File: src/rtl/hid_pkg.sv
// Shared keycode constants, FSM state encoding and key_mask bit positions
// for the HID boot-keyboard movement encoder.
package hid_pkg;

  localparam logic [7:0] KEY_W        = 8'h1A;
  localparam logic [7:0] KEY_A        = 8'h04;
  localparam logic [7:0] KEY_S        = 8'h16;
  localparam logic [7:0] KEY_D        = 8'h07;
  localparam logic [7:0] KEY_NONE     = 8'h00;
  localparam logic [7:0] KEY_ROLLOVER = 8'h01;

  // key_mask layout is {W,S,D,A}
  localparam int MASK_W = 3;
  localparam int MASK_S = 2;
  localparam int MASK_D = 1;
  localparam int MASK_A = 0;

  typedef enum logic [2:0] {
    ST_IDLE   = 3'd0,
    ST_MOD    = 3'd1,
    ST_KEYS   = 3'd2,
    ST_COMMIT = 3'd3,
    ST_FLUSH  = 3'd4
  } state_e;

  function automatic logic [3:0] key_bits(input logic [7:0] code);
    logic [3:0] m;
    m         = '0;
    m[MASK_W] = (code == KEY_W);
    m[MASK_S] = (code == KEY_S);
    m[MASK_D] = (code == KEY_D);
    m[MASK_A] = (code == KEY_A);
    return m;
  endfunction

endpackage

File: src/rtl/hid_key_prio.sv
// Combinational movement-key priority encoder: W > A > D > S, KEY_NONE when
// no movement key is held. Zero latency, no flow control.
module hid_key_prio
  import hid_pkg::*;
(
  input  logic [3:0] mask_i,
  output logic [7:0] keycode_o
);

  always_comb begin
    keycode_o = KEY_NONE;
    if (mask_i[MASK_W])      keycode_o = KEY_W;
    else if (mask_i[MASK_A]) keycode_o = KEY_A;
    else if (mask_i[MASK_D]) keycode_o = KEY_D;
    else if (mask_i[MASK_S]) keycode_o = KEY_S;
  end

endmodule

File: src/rtl/hid_keycode_encoder.sv
// Boot-keyboard report parser -> single movement keycode; commit one cycle after rpt_last,
// rpt_ready low only in COMMIT and the first FLUSH cycle. HID_ROLLOVER_FILTER_EN drops 8'h01 reports.
module hid_keycode_encoder
  import hid_pkg::*;
#(
  parameter int REPORT_BYTES   = 8,
  parameter int TIMEOUT_CYCLES = 2_500_000
) (
  input  logic       Clk,
  input  logic       Reset_n,
  input  logic       rpt_valid,
  output logic       rpt_ready,
  input  logic [7:0] rpt_data,
  input  logic       rpt_last,
  output logic [7:0] keycode,
  output logic [3:0] key_mask,
  output logic       keycode_upd,
  output logic       rpt_err
);

  localparam int              WD_W     = $clog2(TIMEOUT_CYCLES + 1);
  localparam logic [WD_W-1:0] WD_MAX   = WD_W'(TIMEOUT_CYCLES);
  localparam logic [2:0]      LAST_IDX = 3'(REPORT_BYTES - 1);

  state_e          state_q, state_d;
  logic [2:0]      cnt_q, cnt_d;
  logic [3:0]      shadow_q, shadow_d;
  logic [WD_W-1:0] wd_q, wd_d;
  logic [7:0]      keycode_q, keycode_d;
  logic [3:0]      mask_q, mask_d;
  logic            upd_q, upd_d;
  logic            err_q, err_d;
  logic            xfer, at_last, commit, wd_hit, roll_hit;
  logic [7:0]      prio_code;

  assign xfer    = rpt_valid && rpt_ready;
  assign at_last = (cnt_q == LAST_IDX);

`ifdef HID_ROLLOVER_FILTER_EN
  logic roll_q, roll_d;

  assign roll_hit = roll_q || (rpt_data == KEY_ROLLOVER);

  always_comb begin
    roll_d = roll_q;
    if (state_q == ST_KEYS && xfer && rpt_data == KEY_ROLLOVER) roll_d = 1'b1;
    if (state_d == ST_IDLE || state_d == ST_FLUSH)              roll_d = 1'b0;
  end

  always_ff @(posedge Clk or negedge Reset_n) begin
    if (!Reset_n) roll_q <= 1'b0;
    else          roll_q <= roll_d;
  end
`else
  assign roll_hit = 1'b0;
`endif

  always_ff @(posedge Clk or negedge Reset_n) begin
    if (!Reset_n) state_q <= ST_IDLE;
    else          state_q <= state_d;
  end

  // The modifier (byte 0) and reserved (byte 1) bytes carry no movement keys.
  always_comb begin
    state_d = state_q;
    case (state_q)
      ST_IDLE:   if (xfer && !rpt_last) state_d = ST_MOD;
      ST_MOD:    if (xfer) state_d = rpt_last ? ST_IDLE : ST_KEYS;
      ST_KEYS: begin
        if (xfer) begin
          if (at_last)       state_d = !rpt_last ? ST_FLUSH : (roll_hit ? ST_IDLE : ST_COMMIT);
          else if (rpt_last) state_d = ST_IDLE;
        end
      end
      ST_COMMIT: state_d = ST_IDLE;
      ST_FLUSH:  if (xfer && rpt_last) state_d = ST_IDLE;
      default:   state_d = ST_IDLE;
    endcase
  end

  always_comb begin
    rpt_ready = 1'b1;
    err_d     = 1'b0;
    commit    = 1'b0;
    case (state_q)
      ST_IDLE, ST_MOD: err_d = rpt_valid && rpt_last;
      ST_KEYS:         err_d = rpt_valid && (at_last ? !rpt_last : rpt_last);
      ST_COMMIT: begin
        rpt_ready = 1'b0;
        commit    = 1'b1;
      end
      ST_FLUSH:        rpt_ready = (cnt_q != 3'd0);
      default:         ;
    endcase
  end

  // cnt doubles as the FLUSH "ready opened" flag: 0 on entry, 1 afterwards.
  always_comb begin
    cnt_d    = cnt_q;
    shadow_d = shadow_q;
    if (state_d != state_q)             cnt_d = (state_d == ST_KEYS) ? 3'd2 : 3'd0;
    else if (state_q == ST_KEYS && xfer) cnt_d = cnt_q + 3'd1;
    else if (state_q == ST_FLUSH)        cnt_d = 3'd1;
    if (state_q == ST_KEYS && xfer)                 shadow_d = shadow_q | key_bits(rpt_data);
    if (state_d == ST_IDLE || state_d == ST_FLUSH)  shadow_d = '0;
  end

  hid_key_prio u_prio (
    .mask_i    (shadow_q),
    .keycode_o (prio_code)
  );

  assign wd_hit = !commit && (wd_q == WD_MAX - 1'b1);

  always_comb begin
    wd_d      = (wd_q == WD_MAX) ? wd_q : wd_q + 1'b1;
    keycode_d = keycode_q;
    mask_d    = mask_q;
    upd_d     = 1'b0;
    if (commit) begin
      wd_d      = '0;
      keycode_d = prio_code;
      mask_d    = shadow_q;
      upd_d     = 1'b1;
    end else if (wd_hit) begin
      keycode_d = KEY_NONE;
      mask_d    = '0;
      upd_d     = 1'b1;
    end
  end

  always_ff @(posedge Clk or negedge Reset_n) begin
    if (!Reset_n) begin
      cnt_q     <= '0;
      shadow_q  <= '0;
      wd_q      <= '0;
      keycode_q <= KEY_NONE;
      mask_q    <= '0;
      upd_q     <= 1'b0;
      err_q     <= 1'b0;
    end else begin
      cnt_q     <= cnt_d;
      shadow_q  <= shadow_d;
      wd_q      <= wd_d;
      keycode_q <= keycode_d;
      mask_q    <= mask_d;
      upd_q     <= upd_d;
      err_q     <= err_d;
    end
  end

  assign keycode     = keycode_q;
  assign key_mask    = mask_q;
  assign keycode_upd = upd_q;
  assign rpt_err     = err_q;

endmodule

File: config.mk
export PLATFORM = sky130hd
export DESIGN_NAME = hid_keycode_encoder
export DESIGN_NICKNAME = d
export VERILOG_FILES = /design/src/rtl/hid_pkg.sv /design/src/rtl/hid_key_prio.sv /design/src/rtl/hid_keycode_encoder.sv
export SDC_FILE = /design/constraint.sdc
export NUM_CORES = 1
export LEC_CHECK = 0
export ABC_AREA = 1
export CAP_MARGIN = 20
export CORE_MARGIN = 2
export CORE_UTILIZATION = 50
export DETAILED_ROUTE_END_ITERATION = 6
export HOLD_SLACK_MARGIN = 0.1
export PLACE_DENSITY = 0.72
export RECOVER_POWER = 25
export SLEW_MARGIN = 15
export SYNTH_ARGS = -nofsm -noshare
export SYNTH_HDL_FRONTEND = slang
export SYNTH_SLANG_ARGS = --single-unit
File: constraint.sdc
create_clock -name Clk -period 2.1 [get_ports Clk]
set_input_delay 0.315 -clock Clk [delete_from_list [all_inputs] [get_ports Clk]]
set_output_delay 0.315 -clock Clk [all_outputs]
set_load 0.03 [all_outputs]
==> flow_metrics.env, run 1 <==
export IMPL_run_status="completed"
export IMPL_cts_tree="yes"
export IMPL_wl_um=4660
export IMPL_final_common_cell="dfrtp_1"
export IMPL_worst_r2r_setup_slack_ns=0.24
export IMPL_grt_setup_unrepaired="no"
export IMPL_rr_startpoint="cnt_q[0]"
export IMPL_synthesis_yosys_warnings=0
export IMPL_synth_top_cell_area_share=0.445
export IMPL_power_per_cell_area_nw_per_um2=754
export IMPL_io_pin_count=27
export IMPL_period_needed_ns=1.93
export IMPL_place_port_buffers=23
export IMPL_place_hpwl_um=3450
export IMPL_mappedNetlistArea_sq_um=2360
export IMPL_timing_reg2reg_worst_path_depth=11
export IMPL_design_die_area_sq_um=5290
export IMPL_maxCapViolations=0
export IMPL_timing_max_slew_rel_slack=0.319
export IMPL_final_antenna_net_count=0
export IMPL_row_cnt=24
export IMPL_worst_path_max_fanout=7
export IMPL_cts_inserted_buffers=5
export IMPL_synthDistinctLibCells=34
export IMPL_min_period_over_period=0.919
export IMPL_die_h_um=72.7
export IMPL_hold_path_class="flop to flop"
export IMPL_worst_skew_pair_late_latency_ns=0.28
export IMPL_cp_end_kind="primary output"
export IMPL_dominant_cells_by_area_after_synthesis="dfrtp_1 (45%), nand2_1 (6.5%), inv_1 (5.6%)"
export IMPL_avgSynthCellArea_sq_um=8.22
export IMPL_initial_core_util=0.531
export IMPL_nNetsFinal=332
export IMPL_power_static_leakage_uw=0.00129
export IMPL_mostFrequentLayoutCells="dfrtp_1 (42), nand2_1 (41), inv_1 (35)"
export IMPL_remaining_drc_errors=0
export IMPL_setup_tns_final_ns=0
export IMPL_drt_pre_antenna_iters=4
export IMPL_initialDrtViolationCount=110
export IMPL_core_sq_um=4440
export IMPL_cts_path_max_buffers=2
export IMPL_max_slew_violation_count=0
export IMPL_report_final_setup_viol=0
export IMPL_syn_inst=287
export IMPL_num_vias=1974
export IMPL_count_of_buffers_added_by_post_cts_timing_repair_for_setup=0
export IMPL_total_routing_resource_utilization_after_global_routing=0.194
export IMPL_gp_congestion=0.890
export IMPL_antennaDiodeCount=0
export IMPL_cts_sinks=42
export IMPL_holdPathStages=1
export IMPL_viasPerCell=5.36
export IMPL_ys_seq_elements=42
export IMPL_overflow=0
export IMPL_number_of_global_route_vias_before_repair=1863
export IMPL_largest_clock_skew_in_the_final_design_ns=0.00485
export IMPL_final_layout_size_suffix_gt1_frac=0.142
export IMPL_synth_largest_area_cell="dfrtp_1"
export IMPL_synth_yosys_seq_area_share=0.445
export IMPL_worstReg2RegEnd="cnt_q[1]"
export IMPL_cts_max_level=2
export IMPL_critical_path_arrival_ns=1.61
export IMPL_grt_start_max_net_pins=43
export IMPL_clock_tree_root_cell="clkbuf_8"
export IMPL_vdd_drop_max_mv=0.552
export IMPL_syn_to_final_growth_pct=15.5
export IMPL_startpoint_type="flop"
export IMPL_hp_start="wd_q[17]"
export IMPL_die_width_um=72.7
export IMPL_category_of_the_most_critical_setup_path="flop to primary output"
export IMPL_final_hold_viol_count=0
export IMPL_grt_pass1_wl_um=8070
export IMPL_worst_tran_pin_value_ns=1.02
export IMPL_min_delay_worst_endpoint="wd_q[17]"
export IMPL_antenna_violations_before_repair=0
export IMPL_timing_fmax_ghz=0.518
export IMPL_cts_clk_slew_worst_paths_ns=0.08
export IMPL_cp_required_ns=1.78
export IMPL_post_place_ws_ns=0.214
export IMPL_setup_ws_post_layout_ns=0.170
export IMPL_detail_route_wl_per_cell_um=12.7
## layout make-up
class	instances	area, sq um
Sequential cell	42	1050
Tap cell	52	65.1
Clock buffer	5	68.8
Timing Repair Buffer	27	254
Inverter	43	161
Clock inverter	3	21.3
Fill cell	404	1720
Multi-Input combinational cell	196	1100
## cell families after synthesis
group	synth area share
other	0.00159
AND/OR/NAND/NOR	0.310
AO/OA/AOI/OAI	0.119
flip-flops	0.445
buffers and inverters	0.0901
XOR/XNOR	0.00742
adder cells (fa/ha/maj)	0.0265
## worst max-delay path by stage
| stage | from | to | slack, ns | depth (start not counted) |
|---|---|---|---|---|
| after CTS | cnt_q[0] | rpt_ready | 0.16 | 6 |
| after global placement | state_q[1] | rpt_ready | 0.24 | 5 |
| final | state_q[1] | rpt_ready | 0.17 | 5 |
| after floorplan | cnt_q[0] | cnt_q[2] | 0.48 | 12 |
| after detailed placement | rpt_valid | cnt_q[1] | 0.21 | 10 |
| after global routing | cnt_q[0] | cnt_q[1] | 0.07 | 12 |
## per-layer routing
metal,share of wire,global-route usage,up-vias
met4,0.0071,0.0370,0
met5,0,0,-
li1,-,-,1009
met2,0.50,0.336,39
met3,0.033,0.0428,4
met1,0.46,0.252,922
## sequential cells by signal, indices dropped and copies added (netlist names)
signal and cells:
wd_q 22, cnt_q 3, shadow_q 4, keycode 5
state_q 3, keycode_upd 1, key_mask 3, rpt_err 1
## worst max-delay path, cell delays in order (launching register included)
cell           delay (ns)
dfrtp_1              0.52
nor2_2               0.08
nand2_1              0.14
nor2_2               0.07
nor2_4               0.11
dlygate4sd2_1        0.41
## synthesized netlist by cell type (all sizes together)
cell     instances
inv             42
clkbuf           1
conb             1
clkinv           1
ha               5
nor2            32
a21boi           1
nor4             4
nand4           12
xor2             2
and3             2
or2              1
a31o             1
nand2           45
a21oi           23
a2111oi          1
buf              7
nor3            14
dfrtp           42
a211oi           2
nand3           24
o31ai            1
o21ai           23
## through the flow
step	utilization	instances	hold slack, ns	power, uW	cell area (sq um)
finish	0.613	368	0.501	2050	2730
detailed placement	0.591	359	0.415	1560	2630
global placement	0.591	359	0.417	1540	2630
CTS	0.614	368	0.507	2070	2730
global route	0.613	368	0.541	2200	2730
floorplan	-	289	0.0194	1410	2370
## report_power, final
| part | leakage, uW | internal [uW] | total [uW] | switching (uW) |
|---|---|---|---|---|
| logic | 0.000682 | 192 | 511 | 320 |
| registers | 0.000568 | 904 | 1030 | 129 |
| clock network | 0.0000441 | 234 | 511 | 277 |
| total | 0.00129 | 1330 | 2050 | 726 |
## what timing repair did
item,4_1_cts,5_1_grt
hold buffers,1,0
hold endpoints to repair,1,0
gates resized for setup,1,0
endpoints found under the setup margin,1,0
No activity file was read; power rests on OpenSTA's default activity.
==> run 2, diff against run 1 <==
--- a/config.mk
+++ b/config.mk
@@ -13,6 +13,7 @@
 export HOLD_SLACK_MARGIN = 0.1
 export PLACE_DENSITY = 0.72
 export RECOVER_POWER = 25
+export SKIP_CTS_REPAIR_TIMING = 1
 export SLEW_MARGIN = 15
 export SYNTH_ARGS = -nofsm -noshare
 export SYNTH_HDL_FRONTEND = slang
==> constraint.sdc (replaced) <==
create_clock -name Clk -period 2.1 [get_ports Clk]
set_input_delay 0.315 -clock Clk [delete_from_list [all_inputs] [get_ports Clk]]
set_output_delay 0.315 -clock Clk [all_outputs]
set_load 0.005 [all_outputs]
==> run 2 against run 1 <==
  * Setup slack lost 0.077 ns
  * Via count grew 1.1%
  * Core utilization grew 0.96 points
  * Hold slack lost 0.23 ns
  * Critical path type unchanged
  * Sequential share of layout area shrank 0.50 points
  * Largest power group unchanged
  * Critical endpoint unchanged
  * Register-to-register slack is essentially flat
  * Global-route usage grew 0.33 points
==> flow_metrics.env, run 2 (synthesis results as in run 1) <==
export IMPL_run_status="completed"
export IMPL_antenna_violations_before_repair=0
export IMPL_initial_core_util=0.531
export IMPL_timing_max_slew_rel_slack=0.308
export IMPL_largest_register="wd_q"
export IMPL_power_per_cell_area_nw_per_um2=786
export IMPL_core_sq_um=4440
export IMPL_multi_input_area_sq_um=1100
export IMPL_place_port_buffers=23
export IMPL_row_cnt=24
export IMPL_antennaDiodeCount=0
export IMPL_hold_path_class="primary input to async pin"
export IMPL_total_routing_resource_utilization_after_global_routing=0.197
export IMPL_overflow=0
export IMPL_worst_r2r_setup_slack_ns=0.24
export IMPL_cts_inserted_buffers=5
export IMPL_power_static_leakage_uw=0.00132
export IMPL_gp_congestion=0.900
export IMPL_drt_pre_antenna_iters=4
export IMPL_die_width_um=72.7
export IMPL_clock_tree_root_cell="clkbuf_8"
export IMPL_largest_clock_skew_in_the_final_design_ns=0.00434
export IMPL_wl_um=4770
export IMPL_crit_path_cell_trace="inv_1 -> ha_1 -> nand2_1 -> nor2_2 -> nor2_4 -> clkdlybuf4s50_1"
export IMPL_cp_end_kind="primary output"
export IMPL_cts_tree="yes"
export IMPL_timing_fmax_ghz=0.498
export IMPL_max_slew_violation_count=0
export IMPL_min_period_over_period=0.956
export IMPL_report_final_setup_viol=0
export IMPL_remaining_drc_errors=0
export IMPL_worst_path_max_fanout=3
export IMPL_timing_reg2reg_worst_path_depth=12
export IMPL_fillers=383
export IMPL_vdd_drop_max_mv=0.430
export IMPL_io_pin_count=27
export IMPL_period_needed_ns=2.01
export IMPL_grt_start_max_net_pins=43
export IMPL_final_common_cell="nand2_1"
export IMPL_nNetsFinal=335
export IMPL_viasPerCell=5.38
export IMPL_num_vias=1996
export IMPL_p_total_uw=2170
export IMPL_crit_path_max_incr_delay_ns=0.51
export IMPL_detail_route_wl_per_cell_um=12.9
export IMPL_setup_tns_final_ns=0
export IMPL_worstReg2RegEnd="cnt_q[2]"
export IMPL_rr_startpoint="cnt_q[0]"
export IMPL_cts_clk_slew_worst_paths_ns=0.08
export IMPL_worst_skew_pair_late_latency_ns=0.30
export IMPL_number_of_global_route_vias_before_repair=1847
export IMPL_worst_tran_pin_value_ns=1.04
export IMPL_design_die_area_sq_um=5290
export IMPL_grt_pass1_wl_um=8110
export IMPL_mostFrequentLayoutCells="nand2_1 (41), dfrtp_1 (40), inv_1 (35)"
export IMPL_final_hold_viol_count=0
export IMPL_largest_register_ff_count=22
export IMPL_cts_sinks=42
export IMPL_category_of_the_most_critical_setup_path="flop to primary output"
export IMPL_startpoint_type="flop"
export IMPL_initialDrtViolationCount=128
export IMPL_maxCapViolations=0
export IMPL_die_h_um=72.7
export IMPL_cp_required_ns=1.78
export IMPL_critical_path_slowest_cell="clkdlybuf4s50_1"
export IMPL_cts_path_max_buffers=2
export IMPL_seq_area_sq_um=1050
export IMPL_final_layout_size_suffix_gt1_frac=0.160
export IMPL_cts_max_level=2
export IMPL_final_antenna_net_count=0
export IMPL_syn_to_final_growth_pct=17.3
export IMPL_place_hpwl_um=3440
export IMPL_critical_path_arrival_ns=1.69
-- run 2: worst max path at each step --
stage                from          end  slack (ns)  depth (start not counted)
2_1_floorplan    cnt_q[0]     cnt_q[2]        0.48                         12
3_3_place_gp    rpt_valid  shadow_q[1]        0.27                          7
3_5_place_dp    rpt_valid  shadow_q[1]        0.23                          7
4_1_cts        state_q[1]    rpt_ready        0.04                          5
5_1_grt          cnt_q[0]    rpt_ready      -0.003                          6
6_report         cnt_q[0]    rpt_ready        0.09                          6
-- run 2: worst max-delay path: cells and delay by family, from the launching register on --
family	cells	cell delay, ns
flip-flops	1	0.39
AND/OR/NAND/NOR	3	0.24
adder cells (fa/ha/maj)	1	0.20
buffers and inverters	2	0.57
-- run 2: layout make-up --
| cell class | count | share of cell area |
|---|---|---|
| clock buffers | 5 | 0.0249 |
| clock inverters | 3 | 0.0145 |
| inverters | 43 | 0.0583 |
| multi-input cells | 196 | 0.399 |
| flip-flops and latches | 42 | 0.381 |
| well taps | 52 | 0.0235 |
| repair buffers | 30 | 0.0995 |
-- run 2: routing by layer --
| layer | share of wire | vias up | track usage |
|---|---|---|---|
| met5 | 0 | - | 0 |
| met4 | 0.013 | 0 | 0.0556 |
| met3 | 0.035 | 9 | 0.0552 |
| met2 | 0.47 | 39 | 0.325 |
| met1 | 0.48 | 929 | 0.255 |
| li1 | - | 1019 | - |
-- run 2: where the power goes --
group	internal [uW]	switching, uW
clock	350	286
combinational	204	307
sequential	905	122
-- run 2: metrics by stage --
step	worst slack [ns]	hold slack, ns	instances	util	cell area (sq um)
floorplan	0.477	0.0194	289	-	2370
global placement	0.267	0.416	359	0.591	2630
detailed placement	0.225	0.415	359	0.591	2630
CTS	0.0375	0.0959	367	0.616	2740
global route	-0.00311	0.358	371	0.623	2770
finish	0.0929	0.275	371	0.623	2770
